===== src/rtl/rename_pkg.sv =====
// Shared types for the register-rename slice.
//   a_reg_t     : architectural register reference {valid, 5-bit idx}
//   p_reg_t     : physical register reference {valid, idx}
//   p_src_t     : renamed source operand {valid, idx, ready}
//   dinstr_t    : decoded instruction entering rename
//   rinstr_t    : renamed instruction leaving rename
//   br_result_t : branch resolution {valid, hit}
//   map_t       : full architectural -> physical map table
// PREG_W is fixed here from NUM_PREGS_DEF; rename_ckpt's NUM_PREGS must agree.
package rename_pkg;

  localparam int NUM_AREGS     = 32;
  localparam int AREG_W        = 5;
  localparam int NUM_PREGS_DEF = 64;
  localparam int PREG_W        = $clog2(NUM_PREGS_DEF);

  typedef struct packed {
    logic              valid;
    logic [AREG_W-1:0] idx;
  } a_reg_t;

  typedef struct packed {
    logic              valid;
    logic [PREG_W-1:0] idx;
  } p_reg_t;

  typedef struct packed {
    logic              valid;
    logic [PREG_W-1:0] idx;
    logic              ready;
  } p_src_t;

  typedef struct packed {
    logic   valid;
    a_reg_t rd;
    a_reg_t rs1;
    a_reg_t rs2;
    logic   is_branch;
  } dinstr_t;

  typedef struct packed {
    logic   valid;
    p_reg_t rd;
    p_reg_t old_rd;
    p_src_t rs1;
    p_src_t rs2;
  } rinstr_t;

  typedef struct packed {
    logic valid;
    logic hit;
  } br_result_t;

  typedef logic [NUM_AREGS-1:0][PREG_W-1:0] map_t;

endpackage


===== src/rtl/rename_free_list.sv =====
// Free physical register FIFO.
//   alloc_i        : pop the head entry this cycle
//   retire_i       : push retire_i.idx at the tail (may coincide with alloc)
//   restore_i      : load head from restore_head_i (wins over alloc)
//   head_idx_o     : physical register at the head
//   empty_o        : no free register (registered pointers only)
//   head_snap_o    : head pointer after this cycle's alloc, for checkpoints
// Pointers carry an extra wrap bit so full and empty are distinguishable.
// Restoring the head works because entries between an old head and the
// current head are never overwritten while checkpoints could reach them.
module rename_free_list
  import rename_pkg::*;
#(
  parameter int NUM_PREGS = NUM_PREGS_DEF,
  localparam int DEPTH    = NUM_PREGS - NUM_AREGS,
  localparam int AW       = $clog2(DEPTH),
  localparam int PTR_W    = AW + 1
) (
  input  logic             clk,
  input  logic             rst_ni,
  input  logic             alloc_i,
  input  p_reg_t           retire_i,
  input  logic             restore_i,
  input  logic [PTR_W-1:0] restore_head_i,
  output logic [PREG_W-1:0] head_idx_o,
  output logic             empty_o,
  output logic [PTR_W-1:0] head_snap_o
);

  logic [PREG_W-1:0] fifo_q [DEPTH];
  logic [PTR_W-1:0]  head_q;
  logic [PTR_W-1:0]  tail_q;
  logic [PTR_W-1:0]  head_d;

  assign head_idx_o  = fifo_q[head_q[AW-1:0]];
  assign empty_o     = (head_q == tail_q);
  assign head_snap_o = head_q + {{AW{1'b0}}, alloc_i};
  assign head_d      = restore_i ? restore_head_i : head_snap_o;

  always_ff @(posedge clk or negedge rst_ni) begin
    if (!rst_ni) begin
      head_q <= '0;
      // Full at reset: tail is one lap ahead of head.
      tail_q <= PTR_W'(DEPTH);
      for (int i = 0; i < DEPTH; i++) begin
        fifo_q[i] <= PREG_W'(NUM_AREGS + i);
      end
    end else begin
      head_q <= head_d;
      if (retire_i.valid) begin
        fifo_q[tail_q[AW-1:0]] <= retire_i.idx;
        tail_q                 <= tail_q + PTR_W'(1);
      end
    end
  end

endmodule


===== src/rtl/rename_ckpt.sv =====
// Register rename stage with branch checkpoints.
//   clk, rst_ni   : clock, asynchronous active-low reset
//   dinstr_i      : decoded instruction
//   p_commit_i    : writeback notice, marks a physical register ready
//   retire_i      : returns a physical register to the free list
//   br_result_i   : resolves the oldest outstanding branch
//   rinstr_o      : renamed instruction (combinational from dinstr_i)
//   rn_full_o     : stage cannot accept an instruction this cycle
// Handshake: an instruction is consumed in a cycle exactly when
// dinstr_i.valid is high and rn_full_o is low; rinstr_o.valid mirrors that.
// rn_full_o depends only on registered state, so it never depends on
// same-cycle inputs.
module rename_ckpt
  import rename_pkg::*;
#(
  parameter int NUM_PREGS = NUM_PREGS_DEF,
  parameter int NUM_CKPT  = 4
) (
  input  logic       clk,
  input  logic       rst_ni,
  input  dinstr_t    dinstr_i,
  input  p_reg_t     p_commit_i,
  input  p_reg_t     retire_i,
  input  br_result_t br_result_i,
  output rinstr_t    rinstr_o,
  output logic       rn_full_o
);

  localparam int FL_DEPTH = NUM_PREGS - NUM_AREGS;
  localparam int FL_PTR_W = $clog2(FL_DEPTH) + 1;
  localparam int CK_AW    = (NUM_CKPT > 1) ? $clog2(NUM_CKPT) : 1;
  localparam int CK_CW    = $clog2(NUM_CKPT + 1);

  map_t                 map_q, map_ren, map_d;
  logic [NUM_PREGS-1:0] ready_q, ready_d;

  map_t                 ck_map_q  [NUM_CKPT];
  logic [FL_PTR_W-1:0]  ck_head_q [NUM_CKPT];
  logic [CK_AW-1:0]     ck_rd_q, ck_wr_q;
  logic [CK_CW-1:0]     ck_cnt_q;

  logic                 fl_empty, fl_alloc;
  logic [PREG_W-1:0]    fl_head_idx;
  logic [FL_PTR_W-1:0]  fl_head_snap;

  logic has_rd, accept, flush, ck_any, ck_full, ck_pop, ck_push;

  function automatic logic [CK_AW-1:0] ck_next(logic [CK_AW-1:0] p);
    return (p == CK_AW'(NUM_CKPT - 1)) ? '0 : p + CK_AW'(1);
  endfunction

  // Source lookup with same-cycle writeback bypass.
  function automatic p_src_t read_src(a_reg_t a, map_t m,
                                      logic [NUM_PREGS-1:0] rdy, p_reg_t cm);
    p_src_t s;
    s.valid = a.valid;
    s.idx   = m[a.idx];
    s.ready = rdy[s.idx] | (cm.valid & (cm.idx == s.idx));
    return s;
  endfunction

  assign ck_any    = (ck_cnt_q != '0);
  assign ck_full   = (ck_cnt_q == CK_CW'(NUM_CKPT));
  assign rn_full_o = fl_empty | ck_full;
  // Gating with rst_ni keeps the output quiet for the whole reset pulse.
  assign accept    = rst_ni & dinstr_i.valid & ~rn_full_o;
  assign flush     = br_result_i.valid & ~br_result_i.hit & ck_any;
  assign ck_pop    = br_result_i.valid &  br_result_i.hit & ck_any;
  assign has_rd    = dinstr_i.rd.valid & (dinstr_i.rd.idx != '0);
  // A mispredict squashes the state effects of the same-cycle instruction.
  assign fl_alloc  = accept & has_rd & ~flush;
  assign ck_push   = accept & dinstr_i.is_branch & ~flush;

  rename_free_list #(
    .NUM_PREGS (NUM_PREGS)
  ) u_free_list (
    .clk            (clk),
    .rst_ni         (rst_ni),
    .alloc_i        (fl_alloc),
    .retire_i       (retire_i),
    .restore_i      (flush),
    .restore_head_i (ck_head_q[ck_rd_q]),
    .head_idx_o     (fl_head_idx),
    .empty_o        (fl_empty),
    .head_snap_o    (fl_head_snap)
  );

  always_comb begin
    rinstr_o              = '0;
    rinstr_o.valid        = accept;
    rinstr_o.rd.valid     = has_rd;
    rinstr_o.rd.idx       = fl_head_idx;
    rinstr_o.old_rd.valid = has_rd;
    rinstr_o.old_rd.idx   = map_q[dinstr_i.rd.idx];
    rinstr_o.rs1          = read_src(dinstr_i.rs1, map_q, ready_q, p_commit_i);
    rinstr_o.rs2          = read_src(dinstr_i.rs2, map_q, ready_q, p_commit_i);
  end

  // map_ren includes this instruction's own rename; a branch checkpoints it.
  always_comb begin
    map_ren = map_q;
    if (fl_alloc) map_ren[dinstr_i.rd.idx] = fl_head_idx;
    map_d = flush ? ck_map_q[ck_rd_q] : map_ren;

    ready_d = ready_q;
    if (fl_alloc)         ready_d[fl_head_idx]   = 1'b0;
    // Writeback applies last so it is never lost to other activity.
    if (p_commit_i.valid) ready_d[p_commit_i.idx] = 1'b1;
  end

  always_ff @(posedge clk or negedge rst_ni) begin
    if (!rst_ni) begin
      for (int i = 0; i < NUM_AREGS; i++) begin
        map_q[i] <= PREG_W'(i);
      end
      ready_q  <= '1;
      ck_rd_q  <= '0;
      ck_wr_q  <= '0;
      ck_cnt_q <= '0;
    end else begin
      map_q   <= map_d;
      ready_q <= ready_d;
      if (flush) begin
        ck_rd_q  <= '0;
        ck_wr_q  <= '0;
        ck_cnt_q <= '0;
      end else begin
        if (ck_pop)  ck_rd_q <= ck_next(ck_rd_q);
        if (ck_push) ck_wr_q <= ck_next(ck_wr_q);
        ck_cnt_q <= ck_cnt_q + CK_CW'(ck_push) - CK_CW'(ck_pop);
      end
    end
  end

  // Checkpoint payload needs no reset: it is only read while ck_cnt_q > 0.
  always_ff @(posedge clk) begin
    if (ck_push) begin
      ck_map_q[ck_wr_q]  <= map_ren;
      ck_head_q[ck_wr_q] <= fl_head_snap;
    end
  end

endmodule


===== config.mk =====
export PLATFORM = sky130hd
export DESIGN_NAME = rename_ckpt
export DESIGN_NICKNAME = d
export VERILOG_FILES = /design/src/rtl/rename_pkg.sv /design/src/rtl/rename_free_list.sv /design/src/rtl/rename_ckpt.sv
export SDC_FILE = /design/constraint.sdc
export NUM_CORES = 2
export LEC_CHECK = 0
export BUFFER_PORTS_ARGS = -buffer_cell sky130_fd_sc_hd__buf_2
export CORE_ASPECT_RATIO = 1.5
export CORE_MARGIN = 2
export CORE_UTILIZATION = 30
export DETAILED_ROUTE_END_ITERATION = 12
export PLACE_DENSITY = 0.5
export SLEW_MARGIN = 25
export SYNTH_ARGS = -nofsm -noshare
export SYNTH_HDL_FRONTEND = slang
export SYNTH_HIERARCHICAL = 1
export SYNTH_SLANG_ARGS = --single-unit

===== constraint.sdc =====
create_clock -name clk -period 19 [get_ports clk]
set_input_delay 3.8 -clock clk [delete_from_list [all_inputs] [get_ports clk]]
set_output_delay 3.8 -clock clk [all_outputs]
set_load 0.02 [all_outputs]

==> results.sh <==
export IMPL_status="finished, final reports clean"
export IMPL_final_common_cell="edfxtp_1"
export IMPL_clkLatencyLatePin_ns=0.79
export IMPL_cp_start_kind="input port"
export IMPL_fin_util_pct=33.98
export IMPL_num_fill_cells=18120
export IMPL_ys_async_sr_fraction_pct=37.09
export IMPL_syn_to_final_growth_pct=12.78
export IMPL_io_buffers=65
export IMPL_netSwitchingFraction_pct=34.78
export IMPL_num_io_pins=70
export IMPL_p_leak_nw=22.73
export IMPL_dieArea_um2=194000
export IMPL_setup_viol=0
export IMPL_final_nets=3614
export IMPL_critical_path_arrival_ns=7.68
export IMPL_totalWireLength_um=168000
export IMPL_grt_max_degree=119
export IMPL_drc_errors=0
export IMPL_dp_hpwl_um=106500
export IMPL_vias_per_cell=5.221
export IMPL_drtIter0Drc=2395
export IMPL_clockBufferDepth=4
export IMPL_min_path_type="flip-flop to flip-flop"
export IMPL_yosysWarnings=6
export IMPL_sequentialPowerShare_pct=43.2
export IMPL_path_clk_slew_ns=0.06
export IMPL_cts_max_level=4
export IMPL_grt_overflow_total=0
export IMPL_yosys_register_bits=1259
export IMPL_synth_nets=3587
export IMPL_power_density_nw_per_um2=161.5
export IMPL_drive_gt1_share_pct=38.06
export IMPL_drt_first_pass_iters=7
export IMPL_tritoncts="yes"
export IMPL_critPathKind="input port to primary output"
export IMPL_wl_per_cell_um=27.33
export IMPL_worst_ep_required_time_ns=15.20
export IMPL_gp_congestion=0.9013
export IMPL_antenna_left=0
export IMPL_power_frac_comb_pct=31.5
export IMPL_start_util_pct=30.13
export IMPL_yosysSeqAreaShare_pct=62.67
export IMPL_drv_slew=0
export IMPL_antenna_found_initial=10
export IMPL_cts_resized=0
export IMPL_avgSynthCellArea_um2=16.16
export IMPL_synth_edf_count=792
export IMPL_max_freq_ghz=0.08714
export IMPL_syn_area_um2=57110
export IMPL_cts_root_buf="clkbuf_16"
export IMPL_slew_headroom_pct=26.37
export IMPL_finalHoldViolCount=0
export IMPL_grt_first_pass_wirelength_um=245300
export IMPL_coreArea_um2=189600
export IMPL_route_vias_total=32090
export IMPL_final_setup_tns_ns=0
export IMPL_ir_drop_mv=0.1169
export IMPL_p_clk_share_pct=25.3
export IMPL_grt_pass1_vias=33320
export IMPL_path_max_fanout=56
export IMPL_final_cell_mix="edfxtp_1 (792), nand2_1 (495), mux2_2 (406)"
export IMPL_syn_inst=3535
export IMPL_timing_final_crit_share_pct=60.40
export IMPL_cts_made_buffers=140
export IMPL_cts_sink_count=1259
export IMPL_intPower_mw=6.784
export IMPL_rows=196
export IMPL_fin_skew_ns=0.06597
export IMPL_die_w_um=360.3
export IMPL_cap_violations=0
export IMPL_cp_end_kind="primary output"
export IMPL_ctsHoldBuffers=0
export IMPL_finalCriticalPeriod_ns=11.48
export IMPL_synthDistinctLibCells=65
export IMPL_tightest_slew_ns=1.104
export IMPL_grt_use_total_pct=17.14
export IMPL_rsz0062_at_grt="false"
export IMPL_p_switching_mw=3.619
export IMPL_post_cts_buffers=0
export IMPL_synth_flop_cell="edfxtp_1"
export IMPL_die_y_um=538.4
-- flip-flops by register name (all words and copies together), names as in the netlist, 3 cells and up --
| register | flops |
|---|---|
| u_free_list/fifo_q | 192 |
| ck_cnt_q | 3 |
| ready_q | 64 |
| ck_head_q | 24 |
| u_free_list/head_q | 6 |
| map_q | 192 |
| u_free_list/tail_q | 6 |
| ck_map_q | 768 |
-- metal layers --
layer / track usage, % / wire, µm
met5: 0 / 45
met4: 9.260 / 10030
met3: 2.290 / 7073
met2: 29.58 / 85370
met1: 20.73 / 65430
-- logic make-up after synthesis --
logic type | Yosys count | synth area share (%)
flops | 1259 | 62.67
mux | 913 | 26.06
simple gates | 847 | 6.180
buf+inv | 255 | 2.037
compound gates | 223 | 2.355
xor+xnor | 24 | 0.3812
fa+ha+maj | 14 | 0.3199
-- cell usage after synthesis, drive strengths merged (3+ instances only) --
cell | count | area, µm²
and3 | 3 | 18.77
nand4b | 3 | 26.28
mux4 | 405 | 9223
o21ai | 137 | 685.7
nor2 | 219 | 824.5
nand3b | 17 | 127.6
or3 | 13 | 81.33
a32oi | 4 | 35.03
a22o | 3 | 26.28
buf | 72 | 474.2
dfrtp | 210 | 5255
xnor2 | 13 | 113.9
nand2b | 9 | 58.81
nand4 | 17 | 106.4
mux2i | 100 | 1062
mux2 | 408 | 4598
a22oi | 42 | 315.3
o21a | 3 | 22.52
clkbuf | 159 | 599.3
edfxtp | 792 | 23780
inv | 24 | 90.08
and2b | 3 | 22.52
o22ai | 8 | 50.05
nor3b | 3 | 22.52
or3b | 7 | 61.31
xor2 | 11 | 103.9
nand2 | 495 | 1858
a21oi | 13 | 65.06
nand3 | 30 | 150.1
and2 | 9 | 56.30
nor3 | 7 | 35.03
ha | 13 | 162.7
or2 | 8 | 50.05
dfstp | 257 | 6753
-- cell type report --
class / instances / area, µm² / share of cell area (%)
flip-flops and latches: 1259 / 35800 / 55.58
multi-input cells: 2021 / 20210 / 31.38
clock buffers: 212 / 4071 / 6.321
well taps: 2475 / 3097 / 4.808
repair buffers: 116 / 810.8 / 1.259
clock inverters: 33 / 309.0 / 0.4798
inverters: 24 / 97.59 / 0.1515
diodes: 5 / 12.51 / 0.01942
-- worst paths after layout --
| path | start | end | slack [ns] | cells past startpoint |
|---|---|---|---|---|
| min reg2reg | u_free_list/fifo_q[61]$_DFFE_PN0P_ | u_free_list/fifo_q[61]$_DFFE_PN0P_ | 0.50 | 1 |
| max | dinstr_i[8] | rinstr_o[8] | 7.52 | 10 |
| max reg2reg | ck_cnt_q[1]$_DFF_PN0_ | ck_map_q[2][119]$_DFFE_PP_ | 13.54 | 7 |
| min | u_free_list/fifo_q[61]$_DFFE_PN0P_ | u_free_list/fifo_q[61]$_DFFE_PN0P_ | 0.50 | 1 |
| max in group asynchronous | rst_ni | u_free_list/head_q[1]$_DFF_PN0_ | 13.05 | 5 |
| min in group asynchronous | rst_ni | map_q[1]$_DFF_PN0_ | 2.90 | 1 |
-- metrics by stage --
step           hold WS, ns  setup WS [ns]  total power [mW]  area (µm²)  cells
6_report            0.4994          7.525             10.40       64410   6145
3_3_place_gp        0.4811          7.641             7.801       59990   5895
4_1_cts             0.5022          7.578             10.52       64380   6140
5_1_grt             0.5071          7.410             10.86       64400   6141
2_1_floorplan       0.4704          8.622             6.448       57110   3535
3_5_place_dp        0.4886          7.581             7.851       60000   5895
-- power by group through the flow --
stage / sequential (mW) / combinational, mW / clock (mW)
finish: 4.49 / 3.27 / 2.64
global route: 4.54 / 3.52 / 2.81
CTS: 4.50 / 3.31 / 2.71
detailed placement: 4.55 / 3.30 / 0
global placement: 4.55 / 3.25 / 0
floorplan: 4.08 / 2.36 / 0
-- critical path: stages --
cell and delay [ns]:
buf_4 0.68, mux4_2 0.59, mux4_2 0.49, a221o_1 0.69
nand2_1 0.29, o22ai_1 0.10, o21ai_0 0.21, or4b_1 0.46
nand4_1 0.13, buf_2 0.18
No activity file was read; power rests on OpenSTA's default activity.
